--- config.mk ---
export PLATFORM = sky130hd
export DESIGN_NAME = inst_fetch_queue
export DESIGN_NICKNAME = d
export VERILOG_FILES = /design/src/rtl/inst_fetch_queue.sv
export SDC_FILE = /design/constraint.sdc
export NUM_CORES = 1
export LEC_CHECK = 0
export CAP_MARGIN = 20
export CORE_UTILIZATION = 49
export CTS_BUF_LIST = sky130_fd_sc_hd__clkbuf_8
export CTS_CLUSTER_DIAMETER = 120
export DETAILED_ROUTE_END_ITERATION = 8
export GPL_TIMING_DRIVEN = 0
export MAX_ROUTING_LAYER = met4
export PLACE_DENSITY = 0.65
export SYNTH_ARGS = -nofsm -noshare
export SYNTH_HDL_FRONTEND = slang
export SYNTH_SLANG_ARGS = --single-unit
--- constraint.sdc ---
create_clock -name clk -period 55.1 [get_ports clk]
set_input_delay 8.265 -clock clk [delete_from_list [all_inputs] [get_ports clk]]
set_output_delay 8.265 -clock clk [all_outputs]
set_load 0.05 [all_outputs]
--- src/rtl/inst_fetch_queue.sv ---
// Dual-issue instruction queue between fetch and decode.
// Circular FIFO with first-word fall-through pair output and NOP padding.
module inst_fetch_queue #(
    parameter int          DEPTH = 8,
    parameter logic [31:0] NOP   = 32'h00000013
) (
    input  logic                       clk,
    input  logic                       reset,
    input  logic                       flush,
    input  logic [1:0]                 in_valid,
    input  logic [31:0]                in_inst_1,
    input  logic [31:0]                in_inst_2,
    output logic                       in_ready,
    output logic [31:0]                inst1,
    output logic [31:0]                inst2,
    output logic [1:0]                 out_valid,
    input  logic                       out_ready,
    output logic [$clog2(DEPTH):0]     count
);

    localparam int AW = $clog2(DEPTH);
    localparam int CW = AW + 1;
    localparam logic [CW-1:0] FREE2 = CW'(DEPTH - 2);

    logic [AW-1:0] head_q, head_d;
    logic [AW-1:0] tail_q, tail_d;
    logic [CW-1:0] count_q, count_d;
    logic [31:0]   mem_q [DEPTH];
    logic [31:0]   mem_d [DEPTH];

    logic [AW-1:0] head_nx;
    logic [AW-1:0] tail_nx;
    logic          push_en;
    logic [1:0]    n_push;
    logic [1:0]    n_pop;
    logic [1:0]    vld;

    assign head_nx = head_q + AW'(1);
    assign tail_nx = tail_q + AW'(1);

    // Handshake and output slots; flush masks everything presented to decode
    always_comb begin
        in_ready  = (count_q <= FREE2);
        vld       = {count_q >= CW'(2), count_q >= CW'(1)};
        out_valid = flush ? 2'b00 : vld;
        inst1     = out_valid[0] ? mem_q[head_q]  : NOP;
        inst2     = out_valid[1] ? mem_q[head_nx] : NOP;
        count     = count_q;
        push_en   = in_ready && in_valid[0] && !flush;
        n_push    = push_en ? (in_valid[1] ? 2'd2 : 2'd1) : 2'd0;
        n_pop     = 2'd0;
        if (out_ready && !flush) begin
            n_pop = {1'b0, vld[0]} + {1'b0, vld[1]};
        end
    end

    // Next-state for pointers, occupancy and storage
    always_comb begin
        head_d  = head_q;
        tail_d  = tail_q;
        count_d = count_q;
        mem_d   = mem_q;
        if (flush) begin
            head_d  = '0;
            tail_d  = '0;
            count_d = '0;
        end else begin
            if (push_en) begin
                mem_d[tail_q] = in_inst_1;
                if (in_valid[1]) begin
                    mem_d[tail_nx] = in_inst_2;
                end
            end
            head_d  = head_q + AW'(n_pop);
            tail_d  = tail_q + AW'(n_push);
            count_d = count_q + CW'(n_push) - CW'(n_pop);
        end
    end

    // Control state with synchronous reset
    always_ff @(posedge clk) begin
        if (reset) begin
            head_q  <= '0;
            tail_q  <= '0;
            count_q <= '0;
        end else begin
            head_q  <= head_d;
            tail_q  <= tail_d;
            count_q <= count_d;
        end
    end

    // Storage array, intentionally not reset
    always_ff @(posedge clk) begin
        mem_q <= mem_d;
    end

endmodule
# Word level (Yosys, flattened, before mapping)
# Cells that the tools add are included.
[totals] ff_bits=266 in_bits=70 output_inout_bits=71 word_cells=59
[op_classes] n_addsub=7 order_cmp=9 muxes=19 bitwise_logic=5 reduce_logical=8
[ops] cell="$bwmux 256" n=2
[ops] cell="$mux 256" n=1
[ops] cell="$mux 32" n=8
[ops] cell="$bmux 32 s3" n=2
[ops] cell="$demux 32 s3" n=2
[ops] cell="$ge 4x4->1 const B" n=4
[ops] cell="$not 3->4" n=4
[ops] cell="$lt 4x1->1 const B" n=2
[ops] cell="$mux 2" n=4
[ops] cell="$add 3x1->3 const B" n=2
[ops] cell="$add 3x2->3" n=2
[ops] cell="$logic_and 1x1->1" n=5
[ops] cell="$add 4x2->4" n=1
[ops] cell="$ge 4x1->1 const B" n=1
[ops] cell="$ge 4x2->1 const B" n=1
[ops] cell="$le 4x3->1 const B" n=1
[ops] cell="$sub 4x2->4" n=1
[ops] cell="$add 1x1->2" n=1
[ops] cell="$reduce_and 2->1" n=1
[ops] cell="$reduce_or 2->1" n=1
[ops] cell="$logic_not 1->1" n=1
[ops] cell="$not 1->1" n=1

# Longest topological paths before layout
# Gate-level depths: netlist of the first run.
[logic_depth] word_depth=8 depth_mapped=12 ltp_nobuf=12

# Least setup slack after synthesis of the first run
# OpenSTA, ideal clock, no wires.
[synth_timing] path_type="input to register" from="in in_valid[0]" to="reg count_q[3], in the netlist count[3]" setup_ps=72 arrival_ps=39924 t_required_ps=55028 setup_slack_ps=15105 cell_stages=9 n_path_buf=0 path_cell_list="inv_1 > a2111oi_1 > nand2_1 > fa_1 > inv_1 > ha_1 > a21o_1 > a21oi_1 > mux2i_1"
[synth_between] elab_chain_len=5
[synth_lines] item="start, declared" line_no="10" text="input logic [1:0] in_valid,"
[synth_lines] item="$logic_and 1x1->1 (2 in a row)" line_no="49" text="push_en = in_ready && in_valid[0] && !flush;"
[synth_lines] item="$mux 2" line_no="50" text="n_push = push_en ? (in_valid[1] ? 2'd2 : 2'd1) : 2'd0;"
[synth_lines] item="$add 4x2->4" line_no="76" text="count_d = count_q + CW'(n_push) - CW'(n_pop);"
[synth_lines] item="$sub 4x2->4" line_no="76"
[synth_lines] item="end signal, assigned" line_no="89" text="count_q <= count_d;"
[synth_lines] item="end, declared" line_no="27" text="logic [CW-1:0] count_q, count_d;"
# No other way between the ends.
# A chain may end at the register's enable or synchronous reset.

# Worst setup path after layout of the first run
[layout_timing] from="in flush" to="out inst2[23]"
[layout_between] elab_chain_len=2
[layout_lines] item="start, declared" line_no="9" text="input logic flush,"
[layout_lines] item="$mux 2" line_no="45" text="out_valid = flush ? 2'b00 : vld;"
[layout_lines] item="$mux 32" line_no="47" text="inst2 = out_valid[1] ? mem_q[head_nx] : NOP;"
[layout_lines] item="end, declared" line_no="15" text="output logic [31:0] inst2,"
# No other way between the ends.

==> results.py, run 1 <==
metrics = {
    "detailed_routing": {
        "dr.pass1.iters": 5,
        "drtIter0Drc": 1031,
        "drc": 0,
        "viasPerCell": 6.57,
        "wl_per_cell_um": 29.6,
        "num_vias": 12800,
        "ant_nets": 0,
        "drt-total-wl_um": 57500,
    },
    "min_path": {
        "hold_start": "head_q[2]",
        "worstHoldPathType": "reg -> reg",
        "worstHoldPathCells": 3,
        "min_to": "head_q[2]",
    },
    "grt": {
        "grt_pass1_wl_um": 85300,
        "grt_pass1_vias": 13000,
        "grt_max_degree": 13,
        "antenna_found_initial": 1,
        "grt_overflow": 0,
        "grt_usage_pct": 31.4,
    },
    "worst_setup_path": {
        "r2r_start": "count[3]",
        "crit_arrival_ns": 12.02,
        "reg2reg_slack_ns": 51.58,
        "crit_path_cell_trace": "clkdlybuf4s50_1, nor3_1, clkbuf_1, clkbuf_1, a22o_1, clkdlybuf4s50_1",
        "crit_fanout": 10,
        "required_ns": 46.83,
        "setup.worst_path.start_class": "input pin",
        "max_stage_delay_ns": 0.83,
        "end_kind": "output pin",
        "crit_type": "in -> out",
        "reg2reg_to": "mem_q[143]",
        "critPathSlowestCell": "clkdlybuf4s50_1",
        "worstRegToRegCells": 14,
    },
    "pwr": {
        "power-per-cell-area_nw_per_um2": 33.3,
        "peakVddDrop_mv": 0.0211,
        "leakage_nw": 7.46,
    },
    "logic_synthesis": {
        "synth_warnings": 0,
        "synthCells": 1201,
        "synth_enable_flop_cells": 256,
        "syn-cell-area_um2": 18300,
        "synth_seq_cells": 266,
        "synth_cell_types": 37,
        "yosysSeqAreaShare_pct": 43.2,
        "synthesis.nets": 1286,
        "synth_area_per_cell_um2": 15.2,
        "async_flop_share_pct": 0,
        "ys.flop_type": "edfxtp_1",
    },
    "placement": {
        "port_buffers": 140,
        "gp_congestion": 0.826,
        "place_hpwl_um": 37800,
    },
    "floorplanning": {
        "dieArea_um2": 38000,
        "die_w_um": 195,
        "die_h_um": 195,
        "initial_utilization_pct": 49.9,
        "num_io_pins": 141,
        "core-area_um2": 36600,
        "rows": 70,
    },
    "sta": {
        "drv_slew": 0,
        "timing.setup.tns_ns": 0,
        "fmax_mhz": 49.3,
        "tightestPinTransition_ns": 0.969,
        "slew-limit-headroom_pct": 35.4,
        "period_needed_ns": 20.28,
        "fin_crit_sh_pct": 36.8,
        "final_hold_viol_count": 0,
        "whs_ns": 0.674,
        "clock_skew_ns": 0.0186,
        "rsz0062_at_grt": "no",
        "setup_violations": 0,
    },
    "clocking": {
        "insertion_delay_ns": 0.63,
        "tritoncts": "done",
        "path_clk_slew_ns": 0.06,
        "cts_buffers": 51,
        "post_cts_resized": 0,
        "hold_buffers": 0,
        "clock_sinks": 266,
        "htreeDepth": 2,
        "post_cts_buffers": 0,
        "clockBufferDepth": 3,
        "cts-root-buf": "clkbuf_8",
    },
    "final_layout": {
        "final_common_cell": "mux2_2",
        "num-fill-cells": 2957,
        "area_growth_pct": 17.4,
        "fin_nets": 1521,
        "drive_above_1_share_pct": 48.5,
        "seq_area_um2": 7890,
        "multiInputGateArea_um2": 9830,
        "fin_util_pct": 58.6,
        "final_cell_mix": "mux2_2 (402), edfxtp_1 (256), clkdlybuf4s50_1 (140)",
    },
    "job": {
        "cap_viol_max_count": 0,
    },
    "status": {
        "outcome": "complete, no violations",
    },
}
registers in the layout, summed over array words and instances (netlist names):
register and cells:
count 4, head_q 3, mem_q 256, tail_q 3
where the power goes:
part	switching, W	internal [W]	total, W
clock network	0.0000896	0.0000892	0.000179
logic	0.000143	0.000118	0.000261
registers	0.0000181	0.000255	0.000273
per-stage QoR:
step | worst slack (ns) | total power [W] | cells | cell area, µm²
floorplan | 15.10 | 0.000463 | 1201 | 18300
global placement | -2.22 | 0.000550 | 1809 | 20200
detailed placement | 34.87 | 0.000536 | 1851 | 20600
CTS | 34.86 | 0.000715 | 1942 | 21400
global route | 34.80 | 0.000740 | 1943 | 21400
finish | 34.82 | 0.000713 | 1943 | 21400
metal layers:
layer	up-vias	share of wire, %	GRT usage [%]
met1	6584	41	40.4
li1	5450	-	-
met5	-	0	-
met2	591	47	48.8
met4	0	3.5	11.2
met3	138	7.9	7.18
critical path, delay by kind of cell:
kind | cells | cell delay (ns)
AO/OA/AOI/OAI | 1 | 0.37
buffers and inverters | 4 | 2.80
AND/OR/NAND/NOR | 1 | 0.57
cell usage after synthesis, types with 4 or more instances:
| cell | count | share of area (%) |
|---|---|---|
| edfxtp_1 | 256 | 42 |
| a22o_1 | 58 | 2.8 |
| o22a_1 | 6 | 0.29 |
| mux2_2 | 402 | 25 |
| ha_1 | 11 | 0.75 |
| clkbuf_1 | 29 | 0.60 |
| nor3_1 | 6 | 0.16 |
| buf_2 | 73 | 2.0 |
| buf_4 | 4 | 0.16 |
| nand2_1 | 4 | 0.082 |
| nor4_1 | 35 | 1.2 |
| xnor2_1 | 4 | 0.19 |
| fa_1 | 4 | 0.44 |
| or3_1 | 6 | 0.21 |
| a21oi_1 | 37 | 1.0 |
| and2_1 | 7 | 0.24 |
| mux2_1 | 40 | 2.5 |
| mux4_2 | 128 | 16 |
| dfxtp_1 | 10 | 1.1 |
| inv_1 | 12 | 0.25 |
| nand3_1 | 4 | 0.11 |
| and3_1 | 4 | 0.14 |
| mux2i_1 | 36 | 2.0 |
logic make-up after synthesis:
kind of cell    share of synthesized area, %
compound gates                          4.18
simple gates                            2.98
xor+xnor                               0.418
fa+ha+maj                               1.19
buf+inv                                 3.03
mux                                     45.0
flops                                   43.2
worst max path at each step:
| stage | from | cells past startpoint | end | slack [ns] |
|---|---|---|---|---|
| after floorplan | in_valid[0] | 9 | count[3] | 15.10 |
| after global placement | flush | 9 | count[3] | -2.22 |
| after detailed placement | flush | 6 | inst2[23] | 34.87 |
| after CTS | flush | 6 | inst2[23] | 34.86 |
| after global routing | flush | 6 | inst2[23] | 34.80 |
| final | flush | 6 | inst2[23] | 34.82 |
final cells by class:
| cell class | instances | share of cell area (%) |
|---|---|---|
| multi-input combinational | 816 | 45.8 |
| clock buffer | 54 | 3.47 |
| buffer | 107 | 2.37 |
| sequential | 266 | 36.8 |
| tap | 468 | 2.73 |
| inverter | 12 | 0.210 |
| clock inverter | 37 | 0.653 |
| timing repair buffer | 182 | 7.97 |
| antenna | 1 | 0.0117 |
No activity file was read; power rests on OpenSTA's default activity.
==> run 2: changes to the inputs <==
Clock period 55.1 ns to 21 ns, I/O delays scaled along.
==> results.py, run 2 (synthesis results as in run 1) <==
metrics = {
    "detailed_routing": {
        "drc": 0,
        "drt-total-wl_um": 57900,
        "dr.pass1.iters": 7,
        "viasPerCell": 6.67,
        "wl_per_cell_um": 30.1,
        "drtIter0Drc": 1391,
        "num_vias": 12800,
        "ant_nets": 0,
    },
    "pwr": {
        "switching_power_w": 0.000661,
        "leakage_nw": 7.40,
        "p_int_w": 0.00124,
        "combPwrFrac_pct": 36.2,
        "power-per-cell-area_nw_per_um2": 88.6,
        "clkPwrFrac_pct": 26.2,
        "pwr-share-seq_pct": 37.6,
        "peakVddDrop_mv": 0.0641,
        "power.share.switching_pct": 34.7,
    },
    "final_layout": {
        "fin_cells": 1922,
        "top_register": "mem_q",
        "num-fill-cells": 2989,
        "drive_above_1_share_pct": 48.3,
        "area_growth_pct": 17.7,
        "largest_reg_flops": 256,
        "seq_area_um2": 7890,
        "final_cell_mix": "mux2_2 (402), edfxtp_1 (256), clkdlybuf4s50_1 (140)",
        "final_common_cell": "mux2_2",
        "diodes": 0,
        "fin_nets": 1502,
        "multiInputGateArea_um2": 9840,
        "fin_util_pct": 58.7,
    },
    "min_path": {
        "worstHoldPathType": "reg -> reg",
        "hold_start": "count[0]",
    },
    "sta": {
        "setup_violations": 0,
        "fin_crit_sh_pct": 48.1,
        "final_hold_viol_count": 0,
        "slew-limit-headroom_pct": 31.3,
        "drv_slew": 0,
        "clock_skew_ns": 0.0185,
        "rsz0062_at_grt": "no",
        "period_needed_ns": 10.09,
        "timing.setup.tns_ns": 0,
        "tightestPinTransition_ns": 1.03,
        "whs_ns": 0.665,
        "fmax_mhz": 99.1,
    },
    "floorplanning": {
        "dieArea_um2": 38000,
        "num_io_pins": 141,
        "die_w_um": 195,
        "initial_utilization_pct": 49.9,
        "rows": 70,
        "core-area_um2": 36600,
        "die_h_um": 195,
    },
    "grt": {
        "grt_pass1_vias": 13100,
        "grt_pass1_wl_um": 86600,
        "antenna_found_initial": 0,
        "grt_usage_pct": 32.0,
        "grt_max_degree": 15,
        "grt_overflow": 0,
    },
    "worst_setup_path": {
        "r2r_start": "count[3]",
        "setup.worst_path.start_class": "input pin",
        "required_ns": 17.85,
        "crit_path_cell_trace": "clkdlybuf4s50_1, nor3_1, clkbuf_1, clkbuf_1, a22o_1, clkdlybuf4s50_1",
        "end_kind": "output pin",
        "worstSetupStartpoint": "flush",
        "crit_type": "in -> out",
        "cp_top_family": "buffers and inverters",
        "max_stage_delay_ns": 0.83,
        "crit_fanout": 10,
        "critPathSlowestCell": "clkdlybuf4s50_1",
        "cp_num_buf_inv": 4,
        "crit_arrival_ns": 6.94,
    },
    "clocking": {
        "clockBufferDepth": 3,
        "tritoncts": "done",
        "htreeDepth": 2,
        "cts-root-buf": "clkbuf_8",
        "insertion_delay_ns": 0.63,
        "hold_buffers": 0,
        "cts_buffers": 50,
        "post_cts_resized": 0,
        "path_clk_slew_ns": 0.06,
        "post_cts_buffers": 0,
        "clock_sinks": 266,
    },
    "placement": {
        "port_buffers": 140,
        "gp_congestion": 0.849,
        "place_inst": 1832,
        "place_hpwl_um": 37300,
    },
    "job": {
        "cap_viol_max_count": 0,
    },
    "status": {
        "outcome": "complete, no violations",
    },
}
## run 2: final cells by class
class	instances	share of cell area (%)
timing repair buffer	164	7.83
clock inverter	34	0.867
sequential	266	36.7
clock buffer	55	3.52
multi-input combinational	816	45.8
buffer	107	2.36
inverter	12	0.210
tap	468	2.72
## run 2: through the flow
stage	setup WS [ns]	power (W)	area, µm²
global placement	1.46	0.00140	20300
CTS	10.99	0.00191	21500
finish	10.91	0.00190	21500
floorplan	7.22	0.00119	18300
detailed placement	11.00	0.00141	20500
global route	10.92	0.00198	21500
## run 2: worst reg2reg max path, cell delays in order (launching register included)
cell,delay [ns]
dfxtp_1,0.41
inv_1,0.10
ha_1,0.19
and3_1,0.22
a2111oi_4,0.55
nand2_1,0.15
fa_1,0.52
inv_1,0.06
ha_1,0.27
a21o_1,0.16
a21oi_1,0.17
mux2i_1,0.19
## run 2: worst paths after layout
check / end / slack, ns / cells past startpoint
max: inst2[23] / 10.91 / 6
min: count[0] / 0.67 / 2
max reg2reg: count[3] / 17.95 / 11
min reg2reg: count[0] / 0.67 / 2
## run 2: power groups by stage
stage	Clock (W)	Sequential [W]	Combinational, W
2_1_floorplan	0	0.000724	0.000466
4_1_cts	0.000505	0.000714	0.000686
3_3_place_gp	0	0.000738	0.000665
6_report	0.000498	0.000716	0.000689
3_5_place_dp	0	0.000724	0.000683
5_1_grt	0.000527	0.000724	0.000725
## run 2: per-layer routing
metal | GRT usage (%) | vias up | part of all wire [%]
li1 | - | 5413 | -
met1 | 42.8 | 6657 | 42
met2 | 49.1 | 637 | 47
met3 | 6.67 | 109 | 8.4
met4 | 9.54 | 0 | 2.5
met5 | - | - | 0
